## config.mk

```make
export PLATFORM = sky130hd
export DESIGN_NAME = mod_exp_seq
export DESIGN_NICKNAME = d
export VERILOG_FILES = /design/src/rtl/rsa_pkg.sv /design/src/rtl/mod_mul_seq.sv /design/src/rtl/mod_exp_seq.sv
export SDC_FILE = /design/constraint.sdc
export NUM_CORES = 1
export LEC_CHECK = 0
export BUFFER_PORTS_ARGS = -buffer_cell sky130_fd_sc_hd__buf_4
export CORE_ASPECT_RATIO = 0.8
export CORE_UTILIZATION = 35
export CTS_CLUSTER_SIZE = 10
export DETAILED_ROUTE_END_ITERATION = 8
export GPL_ROUTABILITY_DRIVEN = 0
export PLACE_DENSITY_LB_ADDON = 0.1
export REMOVE_ABC_BUFFERS = 1
export SYNTH_ARGS = -nofsm -noshare
export SYNTH_HDL_FRONTEND = slang
export SYNTH_HIERARCHICAL = 1
export SYNTH_SLANG_ARGS = --single-unit
```

## constraint.sdc

```tcl
create_clock -name clk -period 6.5 [get_ports clk]
set_input_delay 0.325 -clock clk [delete_from_list [all_inputs] [get_ports clk]]
set_output_delay 0.325 -clock clk [all_outputs]
set_load 0.02 [all_outputs]
```

## src/rtl/rsa_pkg.sv

```systemverilog
// Shared definitions for the RSA modular-exponentiation datapath.
//   state_t : controller state encoding (ST_IDLE .. ST_DONE)
//   clog2   : counter width helper, never returns less than 1
package rsa_pkg;

  typedef enum logic [2:0] {
    ST_IDLE   = 3'd0,
    ST_REDUCE = 3'd1,
    ST_MUL    = 3'd2,
    ST_UPDATE = 3'd3,
    ST_DONE   = 3'd4
  } state_t;

  // Bits needed to hold values 0 .. v-1.
  function automatic int unsigned clog2(input int unsigned v);
    int unsigned w;
    w = 1;
    while ((32'd1 << w) < v) w++;
    return w;
  endfunction

endpackage

```

## src/rtl/mod_mul_seq.sv

```systemverilog
// Sequential shift-add modular multiplier: P = A*B mod N, MSB-first over B.
// The first step is taken on the go edge straight from the input ports, so P
// is final after n edges and rdy is high during the n-th cycle after go.
// Precondition: A < N, N != 0. B may be any value.
// Ports:
//   clk, rst      clock, async active-high reset
//   go            start pulse; A, B, N sampled on this edge
//   A, B, N       operands / modulus (n bits)
//   P             product register (n bits), held until next go
//   rdy           one-cycle pulse, P valid while high
module mod_mul_seq
  import rsa_pkg::*;
#(
  parameter int unsigned n = 16
) (
  input  logic         clk,
  input  logic         rst,
  input  logic         go,
  input  logic [n-1:0] A,
  input  logic [n-1:0] B,
  input  logic [n-1:0] N,
  output logic [n-1:0] P,
  output logic         rdy
);

  localparam int unsigned CW = clog2(n);

  logic [n-1:0]  acc;
  logic [n-1:0]  a_q;
  logic [n-1:0]  b_q;
  logic [n-1:0]  n_q;
  logic [CW-1:0] cnt;

  // One Horner step; n+1 bits hold 2*acc and acc+a without overflow.
  function automatic logic [n-1:0] step(input logic [n-1:0] acc_in,
                                        input logic         bit_in,
                                        input logic [n-1:0] a,
                                        input logic [n-1:0] m);
    logic [n:0] t;
    logic [n:0] mm;
    mm = {1'b0, m};
    t  = {acc_in, 1'b0};
    if (t >= mm) t = t - mm;
    if (bit_in)  t = t + {1'b0, a};
    if (t >= mm) t = t - mm;
    return t[n-1:0];
  endfunction

  // Step sequencer: go loads operands and performs step 1, then n-1 more.
  always_ff @(posedge clk or posedge rst) begin
    if (rst) begin
      acc <= '0;
      a_q <= '0;
      b_q <= '0;
      n_q <= '0;
      cnt <= '0;
      rdy <= 1'b0;
    end else if (go) begin
      acc <= step('0, B[n-1], A, N);
      a_q <= A;
      b_q <= {B[n-2:0], 1'b0};
      n_q <= N;
      cnt <= CW'(n - 1);
      rdy <= 1'b0;
    end else if (cnt != '0) begin
      acc <= step(acc, b_q[n-1], a_q, n_q);
      b_q <= b_q << 1;
      cnt <= cnt - CW'(1);
      rdy <= (cnt == CW'(1));
    end else begin
      rdy <= 1'b0;
    end
  end

  assign P = acc;

endmodule

```

## src/rtl/mod_exp_seq.sv

```systemverilog
// Sequential modular exponentiation RESULT = BASE^KEY mod N using
// right-to-left square-and-multiply with two parallel mod_mul_seq units.
// mul_b first reduces BASE mod N, then squares b; mul_r forms r*b.
// Build option: MODEXP_EARLY_EXIT_EN stops once the remaining key bits are 0.
// Ports:
//   clk, rst        clock, async active-high reset
//   start           request, accepted in IDLE only
//   KEY, BASE, N    operands (n bits), sampled on accept
//   busy            high while computing
//   done            one-cycle pulse when RESULT/err are updated
//   err             N was 0; held until next accept
//   RESULT          BASE^KEY mod N; held until the next done
module mod_exp_seq
  import rsa_pkg::*;
#(
  parameter int unsigned n = 16
) (
  input  logic         clk,
  input  logic         rst,
  input  logic         start,
  input  logic [n-1:0] KEY,
  input  logic [n-1:0] BASE,
  input  logic [n-1:0] N,
  output logic         busy,
  output logic         done,
  output logic         err,
  output logic [n-1:0] RESULT
);

  localparam int unsigned CW = clog2(n);

  state_t        state;
  logic [n-1:0]  key_q;
  logic [n-1:0]  n_q;
  logic [n-1:0]  r_q;
  logic [n-1:0]  b_q;
  logic [CW-1:0] bit_cnt;

  logic          go_b, go_r, rdy_b, rdy_r;
  logic [n-1:0]  p_b, p_r;
  logic [n-1:0]  mb_a, mb_b, mr_a, mr_b, m_n;
  logic          last_bit, skip_all;

  // Termination conditions for the bit loop.
  always_comb begin
    last_bit = (bit_cnt == CW'(n - 1));
    skip_all = 1'b0;
`ifdef MODEXP_EARLY_EXIT_EN
    if ((key_q >> 1) == '0) last_bit = 1'b1;
    skip_all = (key_q == '0);
`endif
  end

  // Operand routing and multiplier launch. Launches coincide with the edge
  // that commits b, so the freshly computed p_b is forwarded directly.
  always_comb begin
    mb_a = b_q;
    mb_b = b_q;
    mr_a = r_q;
    mr_b = b_q;
    m_n  = n_q;
    go_b = 1'b0;
    go_r = 1'b0;
    case (state)
      ST_IDLE: begin
        mb_a = (N == n'(1)) ? '0 : n'(1);
        mb_b = BASE;
        m_n  = N;
        go_b = start && (N != '0);
      end
      ST_REDUCE: begin
        mb_a = p_b;
        mb_b = p_b;
        mr_b = p_b;
        if (rdy_b && !skip_all) begin
          go_b = 1'b1;
          go_r = 1'b1;
        end
      end
      ST_UPDATE: begin
        if (!last_bit) begin
          go_b = 1'b1;
          go_r = 1'b1;
        end
      end
      default: ;
    endcase
  end

  mod_mul_seq #(.n(n)) u_mul_b (
    .clk(clk), .rst(rst), .go(go_b),
    .A(mb_a), .B(mb_b), .N(m_n), .P(p_b), .rdy(rdy_b)
  );

  mod_mul_seq #(.n(n)) u_mul_r (
    .clk(clk), .rst(rst), .go(go_r),
    .A(mr_a), .B(mr_b), .N(m_n), .P(p_r), .rdy(rdy_r)
  );

  // Controller with registered outputs.
  always_ff @(posedge clk or posedge rst) begin
    if (rst) begin
      state   <= ST_IDLE;
      key_q   <= '0;
      n_q     <= '0;
      r_q     <= '0;
      b_q     <= '0;
      bit_cnt <= '0;
      busy    <= 1'b0;
      done    <= 1'b0;
      err     <= 1'b0;
      RESULT  <= '0;
    end else begin
      case (state)
        ST_IDLE: begin
          if (start) begin
            key_q   <= KEY;
            n_q     <= N;
            r_q     <= (N == n'(1)) ? '0 : n'(1);
            b_q     <= '0;
            bit_cnt <= '0;
            err     <= 1'b0;
            if (N == '0) begin
              state  <= ST_DONE;
              done   <= 1'b1;
              err    <= 1'b1;
              RESULT <= '0;
            end else begin
              state <= ST_REDUCE;
              busy  <= 1'b1;
            end
          end
        end
        ST_REDUCE: begin
          if (rdy_b) begin
            b_q <= p_b;
            if (skip_all) begin
              state  <= ST_DONE;
              busy   <= 1'b0;
              done   <= 1'b1;
              RESULT <= r_q;
            end else begin
              state <= ST_MUL;
            end
          end
        end
        ST_MUL: begin
          if (rdy_b && rdy_r) begin
            b_q <= p_b;
            if (key_q[0]) r_q <= p_r;
            state <= ST_UPDATE;
          end
        end
        ST_UPDATE: begin
          key_q   <= key_q >> 1;
          bit_cnt <= bit_cnt + CW'(1);
          if (last_bit) begin
            state  <= ST_DONE;
            busy   <= 1'b0;
            done   <= 1'b1;
            RESULT <= r_q;
          end else begin
            state <= ST_MUL;
          end
        end
        ST_DONE: begin
          done  <= 1'b0;
          state <= ST_IDLE;
        end
        default: state <= ST_IDLE;
      endcase
    end
  end

endmodule

```

==> flow_metrics.py, run 1 <==
metrics = {
    "worst_setup_path": {
        "reg2reg_to": "u_mul_r/P[5]",
        "path_depth": 27,
        "critical_path.top_delay_family": "compound AO/OA/AOI/OAI gates",
        "r2r-start": "state[1]",
        "critPathLaunch": "state[1]",
        "r2r_cells": 27,
        "reg2reg_setup_slack_ps": 170,
        "end_kind": "flip-flop",
        "critical_path_class": "flip-flop to flip-flop",
        "cp_max_fo": 8,
        "critical_path_buf_inv_count": 4,
        "critPathSlowestCell": "a2111o_1",
        "cpMostUsedCell": "a21o_1",
        "cp-endpoint": "u_mul_r/P[5]",
        "worstPathRequired_ps": 6920,
        "crit_path_start_kind": "flip-flop",
        "arrival_ps": 6750,
        "max_stage_delay_ps": 490,
    },
    "place": {
        "portBuffers": 69,
        "dpl.hpwl_um": 57400,
        "placed_area_mm2": 0.0233,
    },
    "synthesis": {
        "syn_inst": 2382,
        "synthTopCellsByArea": "dfrtp_1, ha_1, nand2_1",
        "netlist.area_leader.share_pct": 28.3,
        "ys_seq_area_share_pct": 28.3,
        "synth_async_sr_flop_share_pct": 100,
        "synth_edf_count": 0,
        "syn_avg_cell_area_um2": 8.38,
        "ys.flop_type": "dfrtp_1",
        "synth_area_mm2": 0.0200,
        "yosys_register_bits": 226,
        "yosys.area.top_type": "dfrtp_1",
        "ys_types": 106,
        "yosysWarnings": 6,
    },
    "clocking": {
        "cts_buffer_depth": 3,
        "path_clk_slew_ps": 60,
        "tritoncts": "yes",
        "h-tree-depth": 1,
        "cts_buffers": 30,
        "cts.sinks": 226,
        "cts-root-buf": "clkbuf_16",
        "insertion_delay_ps": 590,
    },
    "power_and_ir_drop": {
        "vdd_drop_max_mv": 0.300,
        "power_per_cell_area_mw_per_mm2": 671,
        "p_leak_nw": 11.8,
    },
    "sta": {
        "hold_violations": 0,
        "fmax_mhz": 158,
        "fin_worst_skew_ps": 17.0,
        "setup-violations-final": 0,
        "rsz0062_at_grt": "yes",
        "tightest_slew_ps": 1170,
        "drv_slew": 0,
        "min_period_over_period_pct": 97.4,
        "relSlewSlack_pct": 22.3,
        "period_minus_slack_ps": 6330,
    },
    "global_route": {
        "antenna_found_initial": 1,
        "grt_max_degree": 86,
        "grt_usage_pct": 24.9,
        "grt_overflow": 0,
        "grt_pass1_vias": 18100,
        "grt_pass1_wl_um": 110000,
    },
    "die": {
        "ios": 70,
        "core_mm2": 0.0558,
        "rows": 77,
        "die_w_um": 269,
        "dieArea_mm2": 0.0580,
        "die_h_um": 216,
        "initial_core_util_pct": 35.8,
    },
    "finish": {
        "design_area_mm2": 0.0258,
        "layout_commonest_cell": "buf_4",
        "fin_nets": 2978,
        "final_util_pct": 46.2,
        "area_growth_pct": 29.1,
        "drive_gt1_share_pct": 26.7,
        "final_cell_mix": "buf_4, nand2_1, dfrtp_1",
    },
    "job": {
        "maxCapViolations": 0,
    },
    "drt": {
        "drcViolationCount": 0,
        "num_vias": 19300,
        "drtIter0Drc": 1894,
        "firstDrtPassIters": 7,
        "routed_wl_um": 73600,
        "drtAntennaViolNets": 0,
        "viasPerCell": 5.49,
        "wl_per_cell_um": 20.9,
    },
    "outcome": {
        "status": "finished clean",
    },
    "hold_path": {
        "hp-class": "input pin to flip-flop",
    },
}
-- power breakdown --
group          switching [mW]  internal [mW]  total, mW
combinational            7.12           6.52       13.6
sequential              0.363           1.74       2.10
clock                   0.665          0.909       1.57
-- how the worst min path moves through the flow --
stage,start,to,slack (ps),cells after the start
after floorplan,N[10],n_q[10],430,2
after global placement,rst,u_mul_r/b_q[3],360,2
after detailed placement,rst,u_mul_r/b_q[3],380,2
after CTS,N[4],n_q[4],20,3
after global routing,N[13],n_q[13],40,3
final,N[14],n_q[14],50,3
-- worst register-to-register path, stage by stage (launching register included) --
cell	delay (ps)
dfrtp_1	410
or3_4	450
buf_6	150
nand2_1	90
nand2_2	80
nor4_2	280
and4_4	280
o21a_4	150
nand2_2	70
inv_2	90
ha_4	200
a211o_1	290
a2111o_1	490
a21oi_2	190
buf_4	140
xnor2_2	50
a21o_1	240
ha_4	270
a21o_1	190
a21o_1	190
a311o_1	290
o211ai_1	270
a31oi_2	170
a211oi_4	340
buf_6	230
mux2i_4	300
a21oi_2	90
a21boi_2	180
-- cells by family (layout without fill, tap and decap cells) --
family,Yosys count,count (layout),share of synthesized area (%)
AO/OA/AOI/OAI,653,653,21.7
XOR/XNOR,117,117,5.17
AND/OR/NAND/NOR,787,788,18.8
other,0,2,0
adder cells (fa/ha/maj),179,179,11.6
multiplexers,170,170,9.18
buffers and inverters,250,631,5.28
flip-flops,226,226,28.3
-- layer usage --
layer  vias to the layer above  share of wire [%]  global-route usage (%)
li1                       9314                  -                       -
met1                      9327                 50                    39.4
met2                       573                 40                    34.3
met3                        77                7.1                    4.56
met4                         0                2.1                    5.59
met5                         -                  0                       0
-- through the flow --
step	hold slack [ps]	power [mW]	setup slack [ps]	cells	TNS, ps
floorplan	430	9.77	-1610	2283	-40410
global placement	364	14.2	-379	3405	-4030
detailed placement	377	14.3	-427	3405	-5860
CTS	16.6	16.0	5.59	3481	0
global route	36.3	18.5	-92.0	3514	-695
finish	50.4	17.3	171	3516	0
-- registers in the layout, indices dropped and copies added, names as in the netlist --
register / count
key_q: 16
u_mul_b/b_q: 15
u_mul_b/P: 16
u_mul_r/a_q: 16
u_mul_b/a_q: 16
u_mul_r/P: 16
u_mul_r/rdy: 1
busy: 1
b_q: 16
bit_cnt: 4
u_mul_r/n_q: 16
u_mul_r/b_q: 15
u_mul_b/rdy: 1
RESULT: 16
u_mul_r/cnt: 4
done: 1
mr_a: 16
n_q: 16
state: 3
u_mul_b/cnt: 4
u_mul_b/n_q: 16
err: 1
-- repair_timing --
item	4_1_cts	5_1_grt
gates cloned	0	2
hold endpoints to repair	80	0
hold buffers	28	0
setup buffers	0	32
gates resized for setup	23	194
setup endpoints to repair	30	32
pin swaps	0	63
-- cell usage after synthesis (18+ instances only) --
library cell / n
mux2i_1: 83
nand4_1: 20
and3_1: 20
nor2_1: 166
dfrtp_1: 226
clkbuf_1: 55
nand2b_1: 24
o21a_1: 25
xor2_1: 38
inv_1: 151
ha_1: 169
nor4_1: 21
nand3_1: 26
o31ai_1: 18
nand2_1: 341
a21oi_1: 143
and2_1: 18
a211oi_1: 23
o21ai_0: 155
buf_2: 19
a21o_1: 60
o211ai_1: 26
mux2_2: 79
xnor2_1: 78
a31oi_1: 42
nor2b_1: 21
nor3_1: 54
-- cell type report --
class                      instances  area [um2]
clock buffer                      39         815
inverter                         151         571
multi-input combinational       1907       14300
tap                              750         938
timing repair buffer             432        3410
fill                            5432       30000
antenna                            2        5.00
clock inverter                     9        90.1
sequential                       226        5660
Note: power is estimated with default switching activity, not from simulation.
==> inputs of run 2 (changes only) <==
==> constraint.sdc (replaced) <==
create_clock -name clk -period 5.25 [get_ports clk]
set_input_delay 0.2625 -clock clk [delete_from_list [all_inputs] [get_ports clk]]
set_output_delay 0.2625 -clock clk [all_outputs]
set_load 0.02 [all_outputs]
==> flow_metrics.py, run 2 (synthesis results as in run 1) <==
metrics = {
    "sta": {
        "tightest_slew_ps": 1350,
        "fin_worst_skew_ps": 18.5,
        "layout_setup_ws_ps": -928,
        "setup-tns-final_ps": -26310,
        "hold_violations": 0,
        "drv_slew": 0,
        "period_minus_slack_ps": 6180,
        "rsz0062_at_grt": "yes",
        "min_period_over_period_pct": 118,
        "relSlewSlack_pct": 9.49,
        "setup-violations-final": 32,
        "fmax_mhz": 162,
    },
    "worst_setup_path": {
        "arrival_ps": 6630,
        "cpMostUsedCell": "a21o_1",
        "critical_path_class": "flip-flop to flip-flop",
        "critical_path.top_delay_family": "compound AO/OA/AOI/OAI gates",
        "crit_path_start_kind": "flip-flop",
        "cp_max_fo": 7,
        "critPathSlowestCell": "a2111o_1",
        "critical_path_buf_inv_count": 3,
        "worstPathRequired_ps": 5700,
        "max_stage_delay_ps": 510,
        "end_kind": "flip-flop",
    },
    "place": {
        "dpl.hpwl_um": 61200,
        "portBuffers": 69,
        "dp_slack_ps": -1760,
    },
    "drt": {
        "drtIter0Drc": 1589,
        "num_vias": 21000,
        "viasPerCell": 5.39,
        "drcViolationCount": 0,
        "firstDrtPassIters": 6,
        "routed_wl_um": 80200,
        "wl_per_cell_um": 20.6,
        "drtAntennaViolNets": 0,
    },
    "finish": {
        "fin_nets": 3367,
        "final_util_pct": 53.7,
        "layout_commonest_cell": "buf_4",
        "drive_gt1_share_pct": 39.8,
        "seq_area_mm2": 0.00566,
        "fillCellCount": 5192,
        "final_cell_mix": "buf_4, nand2_1, dfrtp_1",
        "area_growth_pct": 50.1,
        "multi_input_area_mm2": 0.0154,
        "diodes": 0,
    },
    "global_route": {
        "antenna_found_initial": 1,
        "grt_max_degree": 69,
        "grt_usage_pct": 27.3,
        "grt_overflow": 0,
        "grt_pass1_wl_um": 122000,
        "grt_pass1_vias": 20700,
    },
    "hold_path": {
        "hp-class": "input pin to flip-flop",
    },
    "clocking": {
        "h-tree-depth": 1,
        "cts-root-buf": "clkbuf_16",
        "cts.sinks": 226,
        "cts_buffers": 29,
        "insertion_delay_ps": 590,
        "path_clk_slew_ps": 60,
        "tritoncts": "yes",
        "cts_buffer_depth": 3,
    },
    "power_and_ir_drop": {
        "vdd_drop_max_mv": 0.474,
        "finalPower_mw": 25.8,
        "switching_share_pct": 44.8,
        "comb_power_share_pct": 82.5,
        "netSwitchingPower_mw": 11.6,
        "power_frac_seq_pct": 10.1,
        "power_frac_clock_pct": 7.3,
        "p_leak_nw": 14.0,
        "power_per_cell_area_mw_per_mm2": 862,
        "internal_power_mw": 14.3,
    },
    "die": {
        "die_w_um": 269,
        "die_h_um": 216,
        "ios": 70,
        "dieArea_mm2": 0.0580,
        "initial_core_util_pct": 35.8,
        "core_mm2": 0.0558,
        "rows": 77,
    },
    "job": {
        "maxCapViolations": 0,
    },
    "outcome": {
        "status": "finished, violations left",
        "violations": "setup timing",
    },
}
run 2: changes by cell type in the layout (fill, tap and decap cells not counted), sizes merged:
cell         before  now
buf             402  793
clkbuf           41   38
clkinv            7    4
diode             2    0
dlygate4sd3      28   29
inv             150  151
or3              17   16
run 2: layout make-up:
type | count | area share [%]
Clock buffer | 37 | 2.62
Timing Repair Buffer | 823 | 21.7
Sequential cell | 226 | 18.9
Clock inverter | 7 | 0.230
Inverter | 151 | 1.90
Multi-Input combinational cell | 1906 | 51.5
Tap cell | 750 | 3.13
run 2: final timing paths:
| kind | start | to | slack (ps) | depth (start not counted) |
|---|---|---|---|---|
| setup reg to reg | state[0] | u_mul_r/P[2] | -930 | 26 |
| setup / recovery | state[0] | u_mul_r/P[2] | -930 | 26 |
| hold reg to reg | n_q[4] | n_q[4] | 480 | 2 |
| min in group asynchronous | rst | u_mul_b/b_q[3] | 140 | 3 |
| hold / removal | BASE[0] | u_mul_b/b_q[1] | 50 | 4 |
| max in group asynchronous | rst | u_mul_r/P[9] | 3720 | 4 |
run 2: layer usage:
metal	wire length [um]	track usage [%]	vias up
met3	6610	6.90	82
met4	1640	6.23	0
li1	-	-	10100
met5	0	0	-
met1	39100	41.0	10200
met2	32900	38.7	632
run 2: tightest hold or removal path: stages:
cell	delay, ps
buf_4	80
nor2_1	30
nor2_1	80
a22o_1	140
run 2: stage by stage:
step | hold WS (ps) | cells | area [um2]
after floorplan | 368 | 2283 | 19500
after global placement | 173 | 3758 | 26000
after detailed placement | 178 | 3758 | 26000
after CTS | 22.5 | 3876 | 28900
after global routing | 53.3 | 3900 | 30000
final | 52.5 | 3900 | 30000
run 2: timing repair:
action	4_1_cts	5_1_grt
endpoints found under the hold margin	73	0
hold buffers	29	0
gates cloned	2	1
setup buffers	46	31
gates resized for setup	290	160
pin swaps	126	109
setup endpoints to repair	32	32
run 2: power groups by stage:
stage          clock, mW  combinational (mW)  sequential [mW]
4_1_cts             1.94                19.7             2.58
3_3_place_gp           0                17.0             2.58
3_5_place_dp           0                17.2             2.58
5_1_grt             2.01                22.8             2.66
6_report            1.90                21.3             2.62
2_1_floorplan          0                9.68             2.41
==> inputs of run 3 (changes only) <==
--- a/config.mk
+++ b/config.mk
@@ -5,7 +5,7 @@
 export SDC_FILE = /design/constraint.sdc
 export NUM_CORES = 1
 export LEC_CHECK = 0
-export BUFFER_PORTS_ARGS = -buffer_cell sky130_fd_sc_hd__buf_4
+export BUFFER_PORTS_ARGS = -buffer_cell sky130_fd_sc_hd__buf_2
 export CORE_ASPECT_RATIO = 0.8
 export CORE_UTILIZATION = 35
 export CTS_CLUSTER_SIZE = 10
==> constraint.sdc (replaced) <==
create_clock -name clk -period 5.25 [get_ports clk]
set_input_delay 0.2625 -clock clk [delete_from_list [all_inputs] [get_ports clk]]
set_output_delay 0.2625 -clock clk [all_outputs]
set_load 0.005 [all_outputs]
==> flow_metrics.py, run 3 (synthesis results as in run 1) <==
metrics = {
    "outcome": {
        "status": "finished, violations left",
        "violations": "setup timing",
    },
    "drt": {
        "drtIter0Drc": 1596,
        "firstDrtPassIters": 6,
        "num_vias": 21000,
        "routed.top_layer": "met5",
        "wl_per_cell_um": 20.4,
        "wl_met2_um": 33100,
        "drcViolationCount": 0,
        "route.met3.wl_um": 5990,
        "viasPerCell": 5.36,
        "wl_met1_um": 39100,
        "routed_wl_um": 79800,
        "drtAntennaViolNets": 0,
    },
    "hold_path": {
        "min_from": "BASE[0]",
        "hp-class": "input pin to flip-flop",
        "hold_depth": 4,
        "min_to": "u_mul_b/b_q[1]",
    },
    "sta": {
        "fin_worst_skew_ps": 26.9,
        "tightest_slew_ps": 1190,
        "hold_violations": 0,
        "period_minus_slack_ps": 6240,
        "setup-violations-final": 32,
        "rsz0062_at_grt": "yes",
        "layout_setup_ws_ps": -990,
        "min_period_over_period_pct": 119,
        "relSlewSlack_pct": 20.5,
        "drv_slew": 0,
        "holdWs_ps": 44.1,
        "fmax_mhz": 160,
    },
    "die": {
        "dieArea_mm2": 0.0580,
        "core_mm2": 0.0558,
        "rows": 77,
        "die_w_um": 269,
        "die_h_um": 216,
        "initial_core_util_pct": 35.8,
        "ios": 70,
    },
    "clocking": {
        "cts_buffer_depth": 3,
        "cts_buffers": 28,
        "tritoncts": "yes",
        "path_clk_slew_ps": 50,
        "h-tree-depth": 1,
        "cts-root-buf": "clkbuf_16",
        "insertion_delay_ps": 590,
        "cts.sinks": 226,
    },
    "worst_setup_path": {
        "r2r_cells": 28,
        "reg2reg_to": "u_mul_r/P[0]",
        "r2r-start": "state[0]",
        "critPathSlowestCell": "a2111o_1",
        "cp_max_fo": 7,
        "reg2reg_setup_slack_ps": -990,
        "max_stage_delay_ps": 510,
        "crit_path_start_kind": "flip-flop",
        "worstPathRequired_ps": 5740,
        "end_kind": "flip-flop",
        "critical_path_class": "flip-flop to flip-flop",
        "arrival_ps": 6730,
    },
    "global_route": {
        "grt_usage_pct": 27.4,
        "antenna_found_initial": 4,
        "grt_overflow": 0,
        "grt_max_degree": 82,
        "grt_pass1_wl_um": 122000,
        "grt_pass1_vias": 21100,
    },
    "finish": {
        "drive_gt1_share_pct": 39.6,
        "area_growth_pct": 48.6,
        "final_cells": 3916,
        "layout_commonest_cell": "buf_4",
        "final_cell_mix": "buf_4, nand2_1, dfrtp_1",
        "fin_nets": 3385,
        "fillCellCount": 5205,
    },
    "power_and_ir_drop": {
        "vdd_drop_max_mv": 0.467,
        "p_leak_nw": 13.9,
        "power_per_cell_area_mw_per_mm2": 863,
    },
    "place": {
        "portBuffers": 69,
        "dpl.hpwl_um": 60700,
        "numPlacedInstances": 3769,
    },
    "job": {
        "maxCapViolations": 0,
    },
}
run 3: cell types whose count changed in the layout (fill, tap and decap cells not counted), moves of 10 or more:
cell	before	now
buf_2	0	69
ha_4	47	34
ha_1	112	129
buf_4	743	704
nand2_2	13	28
nand2_4	11	1
buf_6	43	26
run 3: how the worst max path moves through the flow:
stage | slack, ps | to | cells past startpoint | from
after CTS | -850 | u_mul_b/P[9] | 28 | u_mul_b/n_q[8]
after global placement | -1390 | u_mul_b/P[15] | 29 | state[0]
after detailed placement | -1410 | u_mul_b/P[7] | 29 | state[0]
after global routing | -1180 | u_mul_r/P[7] | 27 | state[0]
final | -990 | u_mul_r/P[0] | 28 | state[0]
after floorplan | -2860 | u_mul_b/P[4] | 27 | state[1]
run 3: area by class of cell:
| cell class | instances | area [um2] | area share [%] |
|---|---|---|---|
| clock buffer | 33 | 739 | 2.49 |
| timing repair buffer | 842 | 6520 | 22.0 |
| sequential | 226 | 5660 | 19.1 |
| tap | 750 | 938 | 3.16 |
| multi-input combinational | 1906 | 15200 | 51.2 |
| antenna | 2 | 5.00 | 0.0169 |
| clock inverter | 6 | 43.8 | 0.148 |
| inverter | 151 | 571 | 1.92 |
run 3: metal layers:
| layer | vias up | GRT usage (%) |
|---|---|---|
| met5 | - | 0 |
| met4 | 2 | 5.28 |
| met3 | 84 | 6.21 |
| met2 | 574 | 40.0 |
| met1 | 10200 | 41.0 |
| li1 | 10100 | - |
run 3: power breakdown:
group          total [mW]  internal, mW  switching [mW]
Combinational        21.2          11.0            10.2
Sequential           2.60          2.15           0.447
Clock                1.77         0.980           0.788
run 3: timing repair:
item / 4_1_cts / 5_1_grt
endpoints found under the setup margin: 32 / 32
setup buffers: 64 / 15
cloned: 6 / 0
pin swaps: 107 / 56
resized for setup: 313 / 76
hold buffers: 29 / 0
hold endpoints to repair: 79 / 0
run 3: worst max-delay path, delay by kind of cell (launching register included):
kind / cells / cell delay (ps)
adders and majority gates: 2 / 430
DFF: 1 / 370
xor gates and xnor gates: 1 / 150
and+or+nand+nor: 7 / 1320
muxes: 1 / 250
buffers and inverters: 5 / 670
AOI/OAI and AO/OA: 12 / 2930
run 3: metrics by stage:
| stage | cell area [um2] | utilization, % | setup slack, ps | power, mW | TNS, ps |
|---|---|---|---|---|---|
| floorplan | 19500 | - | -2860 | 12.1 | -97490 |
| global placement | 25900 | 46.4 | -1390 | 19.6 | -38590 |
| detailed placement | 25900 | 46.4 | -1410 | 19.8 | -39270 |
| CTS | 29200 | 52.4 | -846 | 24.5 | -24460 |
| global route | 29700 | 53.2 | -1180 | 27.3 | -34610 |
| finish | 29700 | 53.2 | -990 | 25.6 | -28590 |
